**config.mk**
```make
export PLATFORM = sky130hd
export DESIGN_NAME = traffic_intersection_ctrl
export DESIGN_NICKNAME = d
export VERILOG_FILES = /design/src/rtl/tlc_pkg.sv /design/src/rtl/tlc_phase_timer.sv /design/src/rtl/traffic_intersection_ctrl.sv
export SDC_FILE = /design/constraint.sdc
export NUM_CORES = 1
export LEC_CHECK = 0
export BUFFER_PORTS_ARGS = -buffer_cell sky130_fd_sc_hd__buf_2
export CAP_MARGIN = 25
export CORE_AREA = 2 2 39 41
export CTS_CLUSTER_SIZE = 20
export DETAILED_ROUTE_END_ITERATION = 10
export DIE_AREA = 0 0 41 43
export GPL_TIMING_DRIVEN = 0
export PLACE_DENSITY = 0.71
export SKIP_CTS_REPAIR_TIMING = 1
export SYNTH_ARGS = -nofsm -noshare
export SYNTH_HDL_FRONTEND = slang
export SYNTH_SLANG_ARGS = --single-unit
```
**constraint.sdc**
```tcl
create_clock -name clk -period 2 [get_ports clk]
set_input_delay 0.6 -clock clk [delete_from_list [all_inputs] [get_ports clk]]
set_output_delay 0.6 -clock clk [all_outputs]
set_load 0.1 [all_outputs]
```
**src/rtl/tlc_pkg.sv**
```systemverilog
// ============================================================================
// Module   : tlc_pkg
// Brief    : Shared lamp encodings, phase enum and direction constants for the
//            two-direction intersection controller.
// Revision : 1.0  initial release
// ============================================================================
`default_nettype none

package tlc_pkg;

  localparam logic [2:0] LAMP_RED = 3'b001;
  localparam logic [2:0] LAMP_YEL = 3'b010;
  localparam logic [2:0] LAMP_GRN = 3'b100;

  typedef enum logic [1:0] {
    TLC_GREEN   = 2'd0,
    TLC_YELLOW  = 2'd1,
    TLC_ALL_RED = 2'd2,
    TLC_WALK    = 2'd3
  } tlc_st_t;

  localparam logic [1:0] ST_GREEN   = TLC_GREEN;
  localparam logic [1:0] ST_YELLOW  = TLC_YELLOW;
  localparam logic [1:0] ST_ALL_RED = TLC_ALL_RED;
  localparam logic [1:0] ST_WALK    = TLC_WALK;

  localparam logic DIR_NS = 1'b0;
  localparam logic DIR_EW = 1'b1;

  // Lamp shown by one head: only the head being served ever leaves red.
  function automatic logic [2:0] head_lamp(input logic served, input logic [1:0] st);
    logic [2:0] lamp;
    lamp = LAMP_RED;
    if (served && st == ST_GREEN)  lamp = LAMP_GRN;
    if (served && st == ST_YELLOW) lamp = LAMP_YEL;
    return lamp;
  endfunction

endpackage

`default_nettype wire

```
**src/rtl/tlc_phase_timer.sv**
```systemverilog
// ============================================================================
// Module   : tlc_phase_timer
// Brief    : Phase down-counter; reloads with load_val on the enabled edge
//            where it sits at zero, and flags done while at zero.
// Revision : 1.0  initial release
// ============================================================================
`default_nettype none

module tlc_phase_timer #(
  parameter int               CNT_W   = 8,
  parameter logic [CNT_W-1:0] RST_VAL = '0
) (
  input  logic             clk,
  input  logic             reset,
  input  logic             en,
  input  logic [CNT_W-1:0] load_val,
  output logic [CNT_W-1:0] cnt,
  output logic             done
);

  logic [CNT_W-1:0] cnt_d;
  logic [CNT_W-1:0] cnt_q;

  always_comb begin
    cnt_d = cnt_q;
    if (en) begin
      if (cnt_q == '0) cnt_d = load_val;
      else             cnt_d = cnt_q - CNT_W'(1);
    end
  end

  always_ff @(posedge clk or posedge reset) begin
    if (reset) cnt_q <= RST_VAL;
    else       cnt_q <= cnt_d;
  end

  assign cnt  = cnt_q;
  assign done = (cnt_q == '0);

endmodule

`default_nettype wire

```
**src/rtl/traffic_intersection_ctrl.sv**
```systemverilog
// ============================================================================
// Module   : traffic_intersection_ctrl
// Brief    : NS/EW intersection sequencer (green, yellow, all-red, optional
//            pedestrian walk). Walk logic is built only when TLC_PED_EN is
//            defined.
// Revision : 1.0  initial release
// ============================================================================
`default_nettype none

module traffic_intersection_ctrl
  import tlc_pkg::*;
#(
  parameter int CNT_W      = 8,
  parameter int GREEN_CYC  = 30,
  parameter int YELLOW_CYC = 10,
  parameter int ALLRED_CYC = 4,
  parameter int WALK_CYC   = 20
) (
  input  logic       clk,
  input  logic       reset,
  input  logic       en,
  input  logic       ped_req,
  output logic [2:0] ns_light,
  output logic [2:0] ew_light,
  output logic       ped_walk,
  output logic [2:0] phase
);

  if (GREEN_CYC  < 1 || GREEN_CYC  > (1 << CNT_W) ||
      YELLOW_CYC < 1 || YELLOW_CYC > (1 << CNT_W) ||
      ALLRED_CYC < 1 || ALLRED_CYC > (1 << CNT_W) ||
      WALK_CYC   < 1 || WALK_CYC   > (1 << CNT_W)) begin : g_bad_duration
    $error("traffic_intersection_ctrl: every phase duration must lie in [1, 2**CNT_W]");
  end

  localparam logic [CNT_W-1:0] GREEN_LD  = CNT_W'(GREEN_CYC - 1);
  localparam logic [CNT_W-1:0] YELLOW_LD = CNT_W'(YELLOW_CYC - 1);
  localparam logic [CNT_W-1:0] ALLRED_LD = CNT_W'(ALLRED_CYC - 1);
`ifdef TLC_PED_EN
  localparam logic [CNT_W-1:0] WALK_LD   = CNT_W'(WALK_CYC - 1);
`endif

  logic [1:0]       st_d, st_q;
  logic             dir_d, dir_q;
  logic [1:0]       nxt_st;
  logic             nxt_dir;
  logic [CNT_W-1:0] load_val;
  logic [CNT_W-1:0] timer_cnt_unused;
  logic             done;
  logic             advance;

`ifdef TLC_PED_EN
  logic ped_pend_d, ped_pend_q;
`endif

  tlc_phase_timer #(
    .CNT_W   (CNT_W),
    .RST_VAL (ALLRED_LD)
  ) u_timer (
    .clk      (clk),
    .reset    (reset),
    .en       (en),
    .load_val (load_val),
    .cnt      (timer_cnt_unused),
    .done     (done)
  );

  assign advance = en & done;

  // Successor phase and its reload value, applied only when the timer expires.
  always_comb begin
    nxt_st   = ST_GREEN;
    nxt_dir  = dir_q;
    load_val = GREEN_LD;
    case (st_q)
      ST_GREEN: begin
        nxt_st   = ST_YELLOW;
        load_val = YELLOW_LD;
      end
      ST_YELLOW: begin
        nxt_st   = ST_ALL_RED;
        nxt_dir  = ~dir_q;
        load_val = ALLRED_LD;
      end
      ST_ALL_RED: begin
`ifdef TLC_PED_EN
        if (ped_pend_q) begin
          nxt_st   = ST_WALK;
          load_val = WALK_LD;
        end
`endif
      end
      default: begin
        nxt_st   = ST_GREEN;
        load_val = GREEN_LD;
      end
    endcase
  end

  always_comb begin
    st_d  = st_q;
    dir_d = dir_q;
    if (advance) begin
      st_d  = nxt_st;
      dir_d = nxt_dir;
    end
  end

  always_ff @(posedge clk or posedge reset) begin
    if (reset) begin
      st_q  <= ST_ALL_RED;
      dir_q <= DIR_NS;
    end else begin
      st_q  <= st_d;
      dir_q <= dir_d;
    end
  end

`ifdef TLC_PED_EN
  // A request on the entry edge re-arms the pending flag for the next all-red.
  assign ped_pend_d = ped_req | (ped_pend_q & ~(advance & (nxt_st == ST_WALK)));

  always_ff @(posedge clk or posedge reset) begin
    if (reset) ped_pend_q <= 1'b0;
    else       ped_pend_q <= ped_pend_d;
  end

  assign ped_walk = (st_q == ST_WALK);
`else
  logic unused_ped_req;
  assign unused_ped_req = ped_req;
  assign ped_walk       = 1'b0;
`endif

  assign ns_light = head_lamp(dir_q == DIR_NS, st_q);
  assign ew_light = head_lamp(dir_q == DIR_EW, st_q);
  assign phase    = {dir_q, st_q};

endmodule

`default_nettype wire

```
==> impl_metrics.yaml, run 1 <==
clocking:
  cts_tree: "yes"
  clk_latency_ns: 0.28
  cts_buffers: 3
  cts_root_buffer: "clkbuf_4"
  cts.sinks: 11
  htree_levels: 1
  clock_path_buffers: 2
  clkTransAtPathRegs_ns: 0.08
setup_path:
  r2r_start: "u_timer.cnt[0]$_DFFE_PP1P_"
  startpoint: "st_q[1]$_DFFE_PP1P_"
  end_kind: "primary output"
  cpPeakStageDelay_ns: 0.66
  path_cells: "nor2b_2, and2_2, buf_12"
  crit_path_top_delay_cell: "dfstp_4"
  critPathBufInv: 1
  critPathMaxFanout: 8
  worstPathRequired_ns: 1.40
  critPathLaunchType: "register"
  crit_type: "register to primary output"
  cp.arrival_ns: 1.39
  path_delay_family: "flip-flops"
synth:
  yosysSeqAreaShare_pct: 42.88
  yosysWarnings: 0
  synth_enable_flop_cells: 0
  synth_cell_types: 30
  syn_avg_cell_area_um2: 9.711
  synth_common_cells: "dfrtp_1, nor2_1, inv_1, nand4_1, nor2b_1"
  yosysTopAreaCellShare_pct: 30.77
  synth_top_cell_by_area: "dfrtp_1"
  synthTopCellsByArea: "dfrtp_1, dfstp_2, mux2_2"
  synth_nets: 72
  synthFlopType: "dfrtp_1"
  syn_area_um2: 650.6
  ys_ff_latch: 11
  synth_async_sr_flop_share_pct: 100.0
  syn-instance-count: 67
route:
  first_iter_violations: 6
  ant_nets: 0
  vias: 528
  wl_per_cell_um: 12.94
  wl_um: 1268
  first_pass_iters: 4
  avgViaCountPerCell: 5.388
  drc_errors: 0
sta:
  relSlewSlack_pct: 65.89
  fin_crit_ns: 1.987
  fin_crit_sh_pct: 99.35
  worst_pin_slew_ns: 0.5094
  finalClockSkew_ns: 0.003917
  max_freq_mhz: 503.3
  rsz0062_at_grt: "yes"
  drv_slew: 0
  finalSetupViolations: 0
  layout_setup_ws_ns: 0.01295
  hold_viol: 0
placed_design:
  post-place-ws_ns: 0.08166
  gp_congestion: 0.7516
  port_buffers: 11
  place_hpwl_um: 923.7
global_routing:
  grt_pass1_vias: 477
  grt_overflow: 0
  track_usage_pct: 17.06
  grt_pass1_wl_um: 1966
  grt_max_degree: 12
  antenna_found_initial: 0
status:
  outcome: "finished clean"
final_layout:
  layout-drive-gt1-share_pct: 45.12
  syn_to_final_growth_pct: 30.00
  nNetsFinal: 88
  num_antenna_cells: 0
floorplan:
  core_area_um2: 1384
  dieArea_um2: 1763
  die_y_um: 43
  ios: 14
  placementRows: 14
  fp.dieW_um: 41
  start_util_pct: 47.02
worst_hold_path:
  min_path_type: "input port to asynchronous set/reset pin"
flow_run:
  max-cap-violations: 0
[logic make-up after synthesis]
| group | Yosys count | share of synthesized area, % |
|---|---|---|
| adder cells (fa/ha/maj) | 1 | 1.923 |
| AO/OA/AOI/OAI | 9 | 10.39 |
| other | 1 | 0.5764 |
| AND/OR/NAND/NOR | 32 | 29.23 |
| XOR/XNOR | 1 | 1.346 |
| flip-flops | 11 | 42.88 |
| multiplexers | 4 | 7.499 |
| buffers and inverters | 8 | 6.153 |
[cell usage in the layout (no fill, tap or decap), types with 3 or more instances in the layout]
cell type	count
nor2_1	6
buf_2	6
dfrtp_1	6
inv_1	4
nand4_1	4
clkbuf_4	4
nand3_1	3
mux2_2	3
nand2_1	3
buf_4	3
buf_6	3
[flip-flops by register name, summed over array words and instances, names as in the netlist]
signal	cells
u_timer.cnt	8
dir_q	1
st_q	2
[path summary, 6_finish.rpt]
| path | to | slack [ns] | cells after the start |
|---|---|---|---|
| setup / recovery | ew_light[1] | 0.01 | 3 |
| hold / removal | u_timer.cnt[5]$_DFFE_PP0P_ | 0.29 | 2 |
| setup reg to reg | st_q[0]$_DFFE_PP0P_ | 0.21 | 5 |
| hold reg to reg | u_timer.cnt[4]$_DFFE_PP0P_ | 0.52 | 2 |
| max in group asynchronous | u_timer.cnt[1]$_DFFE_PP1P_ | 1.38 | 2 |
| min in group clk | u_timer.cnt[4]$_DFFE_PP0P_ | 0.52 | 2 |
[final cells by class]
| class | count | area [µm²] |
|---|---|---|
| Buffer | 4 | 25.02 |
| Clock buffer | 4 | 26.28 |
| Fill cell | 113 | 538.0 |
| Inverter | 4 | 15.01 |
| Multi-Input combinational cell | 48 | 367.9 |
| Sequential cell | 11 | 287.8 |
| Tap cell | 16 | 20.02 |
| Timing Repair Buffer | 11 | 103.9 |
[worst register-to-register path: stages, from the launching register on]
cell     delay (ns)
dfstp_2        0.38
inv_1          0.10
ha_1           0.26
nor4b_4        0.48
nand3_2        0.16
mux2_4         0.31
[layer usage]
metal,part of all wire (%),routed length [µm],GRT usage (%),vias to the layer above
li1,-,-,-,263
met1,44,564,22.79,252
met2,49,625,21.88,8
met3,2.4,31,4.712,5
met4,3.7,47,14.00,0
met5,0,0,0,-
[metrics by stage]
| stage | instances | area, µm² | TNS (ns) | utilization [%] | hold WS, ns |
|---|---|---|---|---|---|
| 2_1_floorplan | 67 | 691.9 | -0.2205 | - | 0.4503 |
| 3_3_place_gp | 94 | 767.0 | 0 | 55.43 | 0.4884 |
| 3_5_place_dp | 94 | 767.0 | 0 | 55.43 | 0.5070 |
| 4_1_cts | 98 | 793.3 | -0.8953 | 57.32 | 0.2977 |
| 5_1_grt | 98 | 845.8 | -0.03333 | 61.12 | 0.3357 |
| 6_report | 98 | 845.8 | 0 | 61.12 | 0.2913 |
Power of run 1 is left out: the tool's default activity adds up to more than one toggle a clock period on the data nets, which glitch-free logic cannot reach.
==> inputs of run 2 (changes only) <==
--- a/config.mk
+++ b/config.mk
@@ -12,7 +12,7 @@
 export DETAILED_ROUTE_END_ITERATION = 10
 export DIE_AREA = 0 0 41 43
 export GPL_TIMING_DRIVEN = 0
-export PLACE_DENSITY = 0.71
+export PLACE_DENSITY = 0.84
 export SKIP_CTS_REPAIR_TIMING = 1
 export SYNTH_ARGS = -nofsm -noshare
 export SYNTH_HDL_FRONTEND = slang
==> run 2 against run 1 <==
Net effect: register-to-register slack hardly changed; die area stayed put; cell area is 2.2% lower; sequential share of layout area is 0.77 points higher; core utilization is 1.4 points lower; via count is 2.5% lower; global-route usage hardly changed; critical path depth is 1 lower; first-iteration DRC count is 67% lower; clock-buffer cell count stayed put; flip-flop and latch count stayed put; final cell count stayed put; critical endpoint is now ew_light[0]; largest cell class unchanged.
==> impl_metrics.yaml, run 2 (same netlist as run 1, synthesis figures left out) <==
status:
  outcome: "finished clean"
setup_path:
  crit_cells: 2
  crit_path_top_delay_cell: "dfstp_4"
  end_kind: "primary output"
  path_delay_family: "flip-flops"
  critPathBufInv: 1
  crit_type: "register to primary output"
  path_cells: "nand2b_4, buf_4"
  reg2regPathDepth: 5
  cp.arrival_ns: 1.36
  cpPeakStageDelay_ns: 0.66
  critPathLaunchType: "register"
  worstPathRequired_ns: 1.40
  critPathMaxFanout: 8
floorplan:
  placementRows: 14
  die_y_um: 43
  start_util_pct: 47.02
  dieArea_um2: 1763
  ios: 14
  core_area_um2: 1384
  fp.dieW_um: 41
clocking:
  cts.sinks: 11
  cts_tree: "yes"
  htree_levels: 1
  clk_latency_ns: 0.26
  cts_root_buffer: "clkbuf_4"
  clock_path_buffers: 2
  cts_buffers: 3
  clkTransAtPathRegs_ns: 0.07
route:
  wl_per_cell_um: 12.13
  drc_errors: 0
  ant_nets: 0
  avgViaCountPerCell: 5.255
  first_pass_iters: 4
  first_iter_violations: 2
  wl_um: 1189
  vias: 515
global_routing:
  grt_pass1_wl_um: 2070
  antenna_found_initial: 0
  track_usage_pct: 17.04
  grt_overflow: 0
  grt_max_degree: 12
  grt_pass1_vias: 462
final_layout:
  num_antenna_cells: 0
  post-route-util_pct: 59.76
  fill_cells: 116
  largest_register_ffs: 8
  nNetsFinal: 88
  mostFrequentLayoutCell: "buf_2"
  layout-drive-gt1-share_pct: 45.12
  final_cell_mix: "buf_2, nor2_1, dfrtp_1, buf_4"
  syn_to_final_growth_pct: 27.12
placed_design:
  gp_congestion: 0.7389
  place_hpwl_um: 881.5
  port_buffers: 11
sta:
  drv_slew: 0
  max_freq_mhz: 509.9
  finalSetupViolations: 0
  rsz0062_at_grt: "yes"
  fin_crit_ns: 1.961
  fin_crit_sh_pct: 98.06
  worst_pin_slew_ns: 0.5004
  finalClockSkew_ns: 0.003127
  hold_viol: 0
  relSlewSlack_pct: 66.50
flow_run:
  max-cap-violations: 0
worst_hold_path:
  min_path_type: "input port to asynchronous set/reset pin"
run 2: per-stage QoR:
stage / hold WS, ns / cells / setup TNS (ns) / cell area, µm² / setup WS, ns
floorplan: 0.4503 / 67 / -0.2205 / 691.9 / -0.1041
global placement: 0.4896 / 94 / 0 / 767.0 / 0.06566
detailed placement: 0.5086 / 94 / 0 / 767.0 / 0.05097
CTS: 0.3125 / 98 / -0.8225 / 793.3 / -0.2503
global route: 0.3545 / 98 / -0.0002639 / 827.0 / -0.0002639
finish: 0.3070 / 98 / 0 / 827.0 / 0.03884
run 2: per-layer routing:
metal  part of all wire [%]  up-vias  global-route usage [%]
met1                     46      238                   24.41
li1                       -      262                       -
met5                      0        -                       0
met2                     49       13                   25.94
met4                   0.67        0                   6.000
met3                    3.6        2                   1.571
run 2: layout make-up:
| class | instances | area [µm²] | area share [%] |
|---|---|---|---|
| flip-flops and latches | 11 | 287.8 | 34.80 |
| plain buffers | 4 | 25.02 | 3.026 |
| inverters | 4 | 15.01 | 1.815 |
| repair buffers | 11 | 85.08 | 10.29 |
| clock buffers | 4 | 26.28 | 3.177 |
| multi-input cells | 48 | 367.9 | 44.48 |
| well taps | 16 | 20.02 | 2.421 |
run 2: worst paths after layout:
| kind | from | to | slack, ns |
|---|---|---|---|
| max | st_q[1]$_DFFE_PP1P_ | ew_light[0] | 0.04 |
| max in group asynchronous | reset | st_q[0]$_DFFE_PP0P_ | 1.37 |
| max reg2reg | u_timer.cnt[0]$_DFFE_PP1P_ | st_q[0]$_DFFE_PP0P_ | 0.20 |
| min in group clk | u_timer.cnt[4]$_DFFE_PP0P_ | u_timer.cnt[4]$_DFFE_PP0P_ | 0.51 |
| min | reset | u_timer.cnt[6]$_DFFE_PP0P_ | 0.31 |
| min reg2reg | u_timer.cnt[4]$_DFFE_PP0P_ | u_timer.cnt[4]$_DFFE_PP0P_ | 0.51 |
run 2: worst register-to-register path, cell delays in order (launching register included):
cell     delay (ns)
dfstp_2        0.38
inv_1          0.10
ha_1           0.27
nor4b_4        0.48
nand3_2        0.16
mux2_4         0.31
Power of run 2 is left out for the same reason.
